[src/rtl/baud_tick_gen_pkg.sv]
// Shared definitions for the fractional baud tick generator.
//  - state_e       : controller states (IDLE / RUN / DONE)
//  - MODE_*        : encoding of the mode input (periodic or one-shot)
//  - MIN_DIV       : smallest integer divisor the counter can honour
package baud_tick_gen_pkg;

    typedef enum logic [1:0] {
        ST_IDLE = 2'd0,
        ST_RUN  = 2'd1,
        ST_DONE = 2'd2
    } state_e;

    localparam logic MODE_PERIODIC = 1'b0;
    localparam logic MODE_ONESHOT  = 1'b1;

    localparam int MIN_DIV = 2;

endpackage

[src/rtl/baud_tick_gen_frac_accum.sv]
// Fractional phase accumulator for the baud tick generator.
// Each advance adds step_i to a FRAC_BITS-wide accumulator; the overflow of
// that addition is held in carry_o and stretches the *next* period by one
// cycle. clear_i has priority over advance_i.
// Ports:
//  clk_i      clock, rising edge
//  reset_i    synchronous active-high reset
//  clear_i    zero accumulator and carry
//  advance_i  accumulate step_i (one oversample terminal count)
//  step_i     fractional step F
//  carry_o    registered carry, 1 = next period is one cycle longer
module baud_tick_gen_frac_accum
    import baud_tick_gen_pkg::*;
#(
    parameter int FRAC_BITS = 4
) (
    input  logic                 clk_i,
    input  logic                 reset_i,
    input  logic                 clear_i,
    input  logic                 advance_i,
    input  logic [FRAC_BITS-1:0] step_i,
    output logic                 carry_o
);

    logic [FRAC_BITS-1:0] acc_q, acc_d;
    logic                 carry_q, carry_d;

    always_comb begin
        acc_d   = acc_q;
        carry_d = carry_q;
        if (clear_i) begin
            acc_d   = '0;
            carry_d = 1'b0;
        end else if (advance_i) begin
            {carry_d, acc_d} = {1'b0, acc_q} + {1'b0, step_i};
        end
    end

    always_ff @(posedge clk_i) begin
        if (reset_i) begin
            acc_q   <= '0;
            carry_q <= 1'b0;
        end else begin
            acc_q   <= acc_d;
            carry_q <= carry_d;
        end
    end

    assign carry_o = carry_q;

endmodule

[src/rtl/baud_tick_gen.sv]
// Fractional baud-rate tick generator.
// Divides clk_i by N + F/2^FRAC_BITS to produce ovs_tick_o, and every
// OVS_RATIO-th oversample tick also raises bit_tick_o. Divisors and mode are
// shadowed on restart and on every oversample terminal count, so a runtime
// divisor change only takes effect from the next period.
// Ports:
//  clk_i       clock, rising edge
//  reset_i     synchronous active-high reset
//  enable_i    1 = counters advance, 0 = freeze
//  restart_i   clear counters, reload divisors, enter RUN
//  mode_i      0 = periodic, 1 = one-shot (stop after first bit tick)
//  div_int_i   integer divisor N (2 .. 2^INT_BITS-1)
//  div_frac_i  fractional divisor F
//  ovs_tick_o  1-cycle pulse per oversample period
//  bit_tick_o  1-cycle pulse with every OVS_RATIO-th ovs_tick_o
//  busy_o      1 while running
//  cfg_err_o   1 while the shadowed integer divisor is below 2
module baud_tick_gen
    import baud_tick_gen_pkg::*;
#(
    parameter int INT_BITS  = 16,
    parameter int FRAC_BITS = 4,
    parameter int OVS_RATIO = 16
) (
    input  logic                 clk_i,
    input  logic                 reset_i,
    input  logic                 enable_i,
    input  logic                 restart_i,
    input  logic                 mode_i,
    input  logic [INT_BITS-1:0]  div_int_i,
    input  logic [FRAC_BITS-1:0] div_frac_i,
    output logic                 ovs_tick_o,
    output logic                 bit_tick_o,
    output logic                 busy_o,
    output logic                 cfg_err_o
);

    localparam int                  OVS_W     = $clog2(OVS_RATIO);
    localparam logic [OVS_W-1:0]    OVS_LAST  = OVS_W'(OVS_RATIO - 1);
    localparam logic [OVS_W-1:0]    OVS_ONE   = OVS_W'(1);
    localparam logic [INT_BITS:0]   CNT_ONE   = (INT_BITS + 1)'(1);
    localparam logic [INT_BITS-1:0] MIN_DIV_V = INT_BITS'(MIN_DIV);

    state_e                state_q;
    logic [INT_BITS:0]     cnt_q;
    logic [OVS_W-1:0]      ovs_cnt_q;
    logic [INT_BITS-1:0]   int_sh_q;
    logic [FRAC_BITS-1:0]  frac_sh_q;
    logic                  mode_sh_q;
    logic                  ovs_tick_q;
    logic                  bit_tick_q;
    logic                  cfg_err_q;

    logic                  carry;
    logic [INT_BITS:0]     last_cnt;
    logic                  run_step;
    logic                  at_term;
    logic                  bit_term;

    // Carry from the previous period lengthens this one: P = int_sh + carry.
    // restart_i blocks counting so a restart on a terminal cycle emits no tick.
    always_comb begin
        last_cnt = {1'b0, int_sh_q} + {{INT_BITS{1'b0}}, carry} - CNT_ONE;
        run_step = (state_q == ST_RUN) && enable_i && !cfg_err_q && !restart_i;
        at_term  = run_step && (cnt_q == last_cnt);
        bit_term = at_term && (ovs_cnt_q == OVS_LAST);
    end

    baud_tick_gen_frac_accum #(
        .FRAC_BITS (FRAC_BITS)
    ) u_frac_accum (
        .clk_i     (clk_i),
        .reset_i   (reset_i),
        .clear_i   (restart_i),
        .advance_i (at_term),
        .step_i    (frac_sh_q),
        .carry_o   (carry)
    );

    always_ff @(posedge clk_i) begin
        if (reset_i) begin
            state_q    <= ST_IDLE;
            cnt_q      <= '0;
            ovs_cnt_q  <= '0;
            int_sh_q   <= '0;
            frac_sh_q  <= '0;
            mode_sh_q  <= MODE_PERIODIC;
            ovs_tick_q <= 1'b0;
            bit_tick_q <= 1'b0;
            cfg_err_q  <= 1'b0;
        end else begin
            ovs_tick_q <= 1'b0;
            bit_tick_q <= 1'b0;
            if (restart_i) begin
                state_q   <= ST_RUN;
                cnt_q     <= '0;
                ovs_cnt_q <= '0;
                int_sh_q  <= div_int_i;
                frac_sh_q <= div_frac_i;
                mode_sh_q <= mode_i;
                cfg_err_q <= (div_int_i < MIN_DIV_V);
            end else if (at_term) begin
                cnt_q      <= '0;
                ovs_tick_q <= 1'b1;
                bit_tick_q <= bit_term;
                ovs_cnt_q  <= bit_term ? '0 : ovs_cnt_q + OVS_ONE;
                // New divisors apply from the next period only.
                int_sh_q   <= div_int_i;
                frac_sh_q  <= div_frac_i;
                mode_sh_q  <= mode_i;
                cfg_err_q  <= (div_int_i < MIN_DIV_V);
                // Decision uses the mode that was shadowed for this bit.
                if (bit_term && (mode_sh_q == MODE_ONESHOT)) begin
                    state_q <= ST_DONE;
                end
            end else if (run_step) begin
                cnt_q <= cnt_q + CNT_ONE;
            end
        end
    end

    assign ovs_tick_o = ovs_tick_q;
    assign bit_tick_o = bit_tick_q;
    assign busy_o     = (state_q == ST_RUN);
    assign cfg_err_o  = cfg_err_q;

endmodule

[config.mk]
export PLATFORM = sky130hd
export DESIGN_NAME = baud_tick_gen
export DESIGN_NICKNAME = d
export VERILOG_FILES = /design/src/rtl/baud_tick_gen_pkg.sv /design/src/rtl/baud_tick_gen_frac_accum.sv /design/src/rtl/baud_tick_gen.sv
export SDC_FILE = /design/constraint.sdc
export NUM_CORES = 1
export LEC_CHECK = 0
export CORE_ASPECT_RATIO = 2
export CORE_MARGIN = 4
export CORE_UTILIZATION = 63
export DETAILED_ROUTE_END_ITERATION = 12
export DONT_BUFFER_PORTS = 1
export GPL_TIMING_DRIVEN = 0
export PLACE_DENSITY_LB_ADDON = 0.12
export SYNTH_ARGS = -nofsm -noshare
export SYNTH_HDL_FRONTEND = slang
export SYNTH_SLANG_ARGS = --single-unit
[constraint.sdc]
create_clock -name clk_i -period 2.95 [get_ports clk_i]
set_input_delay 0.4425 -clock clk_i [delete_from_list [all_inputs] [get_ports clk_i]]
set_output_delay 0.4425 -clock clk_i [all_outputs]
set_load 0.05 [all_outputs]
# After elaboration in Yosys (flattened, before gate mapping)
# Cells that the tools add are included.
# totals
register_bits,52
out_inout_bits,4
word_cells,50
# op_classes
n_addsub,5
n_lt_le_gt_ge,1
eq_ne,3
mux,13
bitwise,1
reduce_logical,15
# ops
operator,n
16-bit 2-to-1 mux,2
16-bit by 1-bit adder with 17-bit output,1
17-bit by 1-bit adder with 17-bit output (second input constant),1
17-bit == test,1
17-bit by 1-bit subtractor with 17-bit output (second input constant),1
16-bit by 2-bit less-than comparator with 1-bit output (second input constant),1
4-bit 2-to-1 mux,3
1-bit 2-to-1 mux,8
1-bit logical AND,6
3-bit OR reduction,2
4-bit by 4-bit adder with 5-bit output,1
4-bit by 1-bit adder with 4-bit output (second input constant),1
4-bit == test (second input constant),1
2-bit AND reduction,2
2-bit nonzero test,2
2-bit by 1-bit == test with 1-bit output (second input constant),1
1-bit logical NOT,2
2-bit OR reduction,1
1-bit NOT,1

# Depth between registers and ports, before layout
# logic_depth
word_depth,10
depth_mapped,13
mapped_depth_nobuf,10

# Hierarchy
# Synthesis repeated with hierarchy kept, for this count alone.
# unflattened
cells_unflattened,353
hier_area_um2,3120.5
# by_module_without_submodules
module,n_inst,cells_each,area_each_um2,seq_area_each_um2
baud_tick_gen,1,318,2787.7,940.9
baud_tick_gen_frac_accum,1,35,332.8,100.1

# Least setup slack after synthesis
# Ideal clock, no wire load.
# synth_timing
kind,register to register
start,reg state_q[0]
end,reg frac_sh_q[2]
setup_time_ns,0.126
arrival_time_ns,2.908
t_required_ns,2.824
setup_slack_ns,-0.085
path_stages_with_launch,10
path_buffers,2
period_less_slack_ns,3.035
path_cell_list,dfxtp_1 -> nor2b_1 -> and3_1 -> clkbuf_1 -> and4_1 -> nand4_1 -> nor4_2 -> a31oi_1 -> buf_2 -> mux2i_1
# synth_between
elab_chain_len,6
# synth_rtl
element,line_no,source
from (decl),baud_tick_gen.sv:44,state_e state_q;
from (signal assigned),baud_tick_gen.sv:82,state_q <= ST_IDLE;
from (signal assigned),baud_tick_gen.sv:95,state_q <= ST_RUN;
from (signal assigned),baud_tick_gen.sv:114,state_q <= ST_DONE;
2-bit by 1-bit == test with 1-bit output,-,
net busy_o,baud_tick_gen.sv:34,"output logic busy_o,"
1-bit logical AND (3 in series),baud_tick_gen.sv:64,run_step = (state_q == ST_RUN) && enable_i && !cfg_err_q && !restart_i;
1-bit logical AND,baud_tick_gen.sv:65,at_term = run_step && (cnt_q == last_cnt);
2-bit nonzero test (no line),-,
to (signal assigned),baud_tick_gen.sv:99,frac_sh_q <= div_frac_i;
to (signal assigned),baud_tick_gen.sv:109,frac_sh_q <= div_frac_i;
to (decl),baud_tick_gen.sv:48,logic [FRAC_BITS-1:0] frac_sh_q;
# The timed path passes the listed nets, and every way through them passes these cells.
# A chain may end at the register's enable or synchronous reset.

# Worst setup path in the final report
# layout_timing
start,reg u_frac_accum.carry_q (netlist: u_frac_accum.carry_o)
end,reg ovs_cnt_q[2]
# layout_between
elab_chain_len,6
# layout_rtl
element,line_no,source
from (decl),baud_tick_gen_frac_accum.sv:26,"logic carry_q, carry_d;"
from (signal assigned),baud_tick_gen_frac_accum.sv:45,carry_q <= carry_d;
16-bit by 1-bit adder with 17-bit output *,baud_tick_gen.sv:63,"last_cnt = {1'b0, int_sh_q} + {{INT_BITS{1'b0}}, carry} - CNT_ONE;"
17-bit by 1-bit subtractor with 17-bit output *,baud_tick_gen.sv:63,
17-bit == test *,baud_tick_gen.sv:65,
1-bit logical AND *,baud_tick_gen.sv:65,
1-bit logical AND,baud_tick_gen.sv:66,bit_term = at_term && (ovs_cnt_q == OVS_LAST);
4-bit 2-to-1 mux,baud_tick_gen.sv:106,ovs_cnt_q <= bit_term ? '0 : ovs_cnt_q + OVS_ONE;
to (signal assigned),baud_tick_gen.sv:106,
to (decl),baud_tick_gen.sv:46,logic [OVS_W-1:0] ovs_cnt_q;
# Every way passes the cells marked *; elsewhere a longest branch is shown, timed or not.

==> reports/qor.txt <==
period utilization: 98.51%
vias per cell: 6.114
fraction of registers with async set/reset: 0%
WL per Instance: 17.24 µm
Routed Antenna Nets: 0
Leak: 1.255 nW
I/O pin count: 29
clock-pin slew on the worst setup and hold paths: 0.10 ns
largest cells by area after synthesis: dfxtp_1, nand2b_1, mux2i_1
hold endpoint: frac_sh_q[0]
worst r2r src: u_frac_accum.carry_o
Worst Path Required: 3.14 ns
Worst setup EP type: flop
syn_nets: 387
num rows: 35
Tightest Pin Transition: 0.7678 ns
final setup fails: 0
worst min-delay path startpoint: div_frac_i[0]
EDFF count, synth: 0
layout net count: 400
initial core utilization: 65.47%
Detail Placement HPWL: 5.402 mm
Setup Crit Path Kind: flop to flop
ANT cells: 0
Cell Area, Synth: 0.003039 mm²
first-pass iteration count of the detailed router: 4
crit path buf inv count: 5
post-layout min period: 2.906 ns
Hold Path Depth: 2
ys flop type: dfxtp_1
grt total ovfl: 0
share of cells above drive strength 1: 14.21%
Yosys Warn Count: 0
clock skew: 0.01138 ns
Critical Path Most Common Cell: buf_6
CP Cell Sequence: inv_2 > ha_2 > ha_2 > buf_6 > buf_4 > xor2_2 > and3_2 > a21o_1 > o31ai_1 > or4_1 > buf_6 > buf_6 > o311ai_2 > o31ai_1
Post-DP Area: 0.003110 mm²
die width: 57.11 µm
cell area power density: 421.2 mW/mm²
Worst Hold Class: primary input to flop
Port Buffers: 0
initial antenna violation count: 0
VDD IR max: 0.2876 mV
Core Box Area: 0.004642 mm²
Worst slew margin: 48.62%
global-route usage over all layers: 23.96%
H-tree Lvls: 2
GPL Wtd Cong: 0.8663
Die H: 106.2 µm
TritonCTS Buffers: 5
die area: 0.006067 mm²
clk root buf: clkbuf_8
Starting DRT DRC Count: 77
CTS Hold Bufs: 0
vias in the first global route: 2530
via count: 2574
global-route wire length before repair: 11.51 mm
Mapped Cells: 353
Yosys top cell by area: dfxtp_1
crit-path leading delay family: simple AND/OR/NAND/NOR gates
Arr. time, crit path: 3.10 ns
maximum clock frequency: 344.1 MHz
reg-to-reg slack, setup: 0.04 ns
status: complete, no violations
startpoint types: flop
cells on worst reg2reg path: 14
Post-Route WL: 7.259 mm
register area share after synthesis: 34.25%
Skew-Pair Late Insertion Delay: 0.31 ns
slowest stage delay, CP: 0.56 ns
fin. max-slew vios: 0
largest net degree at the start of global routing: 15
post-synth cell types: 49
CP max stage cell: or4_1
Max Fanout on Critical Path: 10
CTS tree: done
reg2reg end: ovs_cnt_q[2]
CTS Sinks: 52
DR DRC count: 0
Hold Vio Cnt, Final: 0
Longest Clk Path Bufs: 2
Seq cells post-synth: 52
share of the synthesized area in the top cell type: 34.25%
Design Area, Final: 0.003423 mm²
P&R area growth vs syn: 12.64%
max_cap viols: 0
Avg Cell Area, Syn: 8.610 µm²
overall power: 1.442 mW
per-stage QoR:
stage	std cells	setup TNS, ns	util, %	setup slack, ns	hold WS [ns]
floorplan	353	0	-	0.2097	0.4436
global placement	408	-9.830	67.01	-0.3397	0.4657
detailed placement	408	-10.35	67.01	-0.3913	0.4690
CTS	417	-0.01807	70.89	-0.01027	0.2718
global route	421	-0.1891	73.75	-0.05560	0.2798
finish	421	0	73.75	0.04382	0.2727
cell type report:
| cell class | instances | area (µm²) |
|---|---|---|
| clock buffers | 7 | 96.34 |
| well taps | 55 | 68.82 |
| flip-flops and latches | 52 | 1045 |
| plain buffers | 18 | 112.6 |
| multi-input cells | 270 | 1991 |
| inverters | 12 | 45.04 |
| repair buffers | 7 | 65.06 |
| fillers | 367 | 1219 |
timing repair:
| item | CTS | global route |
|---|---|---|
| pin swaps | 5 | 4 |
| setup buffers | 2 | 5 |
| resized for setup | 11 | 22 |
| hold endpoints to repair | 0 | 0 |
| endpoints found under the setup margin | 44 | 48 |
cell usage after synthesis, types with 2 or more instances:
library cell and number:
xnor2_1 19, nor2_1 31, nand3b_1 2, a31oi_1 2
nor4_1 15, clkbuf_1 10, and4_1 3, nor3_1 3
a21oi_1 8, o31ai_1 4, nor2b_1 3, buf_6 3
nand4_1 16, and3_1 3, inv_1 12, o21ai_0 9
or3_1 2, buf_2 4, xor2_1 18, ha_1 8
or4_1 3, nand2_1 12, nor3b_1 4, o21a_1 2
nand3_1 12, and2_1 2, nand2b_1 44, o311ai_1 2
dfxtp_1 52, mux2i_1 22, a21o_1 4, or2_2 2
report_power, final:
group | switching (mW) | internal [mW] | total, mW
registers | 0.0278 | 0.722 | 0.750
logic | 0.141 | 0.108 | 0.249
clock network | 0.234 | 0.210 | 0.444
flip-flops by register name, indices dropped and copies added (netlist names):
| register | cells |
|---|---|
| frac_sh_q | 4 |
| bit_tick_o | 1 |
| u_frac_accum.acc_q | 4 |
| u_frac_accum.carry_o | 1 |
| ovs_tick_o | 1 |
| ovs_cnt_q | 4 |
| cfg_err_o | 1 |
| mode_sh_q | 1 |
| int_sh_q | 16 |
| state_q | 2 |
| cnt_q | 17 |
logic make-up after synthesis:
| family | share of synthesized area [%] |
|---|---|
| AO/OA/AOI/OAI | 8.110 |
| multiplexers | 7.616 |
| XOR/XNOR | 10.66 |
| buffers and inverters | 4.858 |
| flip-flops | 34.25 |
| AND/OR/NAND/NOR | 30.55 |
| adder cells (fa/ha/maj) | 3.952 |
routing by layer:
layer,track usage (%),share of wire [%],up-vias
met2,46.64,56,47
met4,13.43,4.5,0
li1,-,-,1259
met1,22.55,36,1243
met5,0,0,-
met3,3.281,3.3,25
worst register-to-register path, stage by stage (launching register included):
cell and delay (ns):
dfxtp_1 0.34, inv_2 0.05, ha_2 0.18, ha_2 0.17, buf_6 0.12, buf_4 0.13, xor2_2 0.13, and3_2 0.21
a21o_1 0.10, o31ai_1 0.11, or4_1 0.56, buf_6 0.16, buf_6 0.14, o311ai_2 0.26, o31ai_1 0.12
cell usage in the layout (no fill, tap or decap), drive strengths merged, types with 11 or more instances in the layout:
| master | instances |
|---|---|
| nand2 | 12 |
| clkbuf | 17 |
| dfxtp | 52 |
| xor2 | 18 |
| nand2b | 44 |
| nor2 | 31 |
| nand4 | 16 |
| mux2i | 22 |
| nand3 | 12 |
| inv | 12 |
| o21ai | 11 |
| buf | 15 |
| xnor2 | 19 |
| nor4 | 16 |
worst max path at each step:
stage                                    start      endpoint  slack [ns]  cells past startpoint
after floorplan                     state_q[0]  frac_sh_q[2]        0.21                      9
after global placement              state_q[0]  int_sh_q[15]       -0.34                      9
after detailed placement            state_q[0]   int_sh_q[4]       -0.39                      9
after CTS                 u_frac_accum.carry_o  ovs_cnt_q[3]       -0.01                     13
after global routing      u_frac_accum.carry_o  ovs_cnt_q[2]       -0.06                     14
final                     u_frac_accum.carry_o  ovs_cnt_q[2]        0.04                     14
Power figures use the tool's default switching activity.
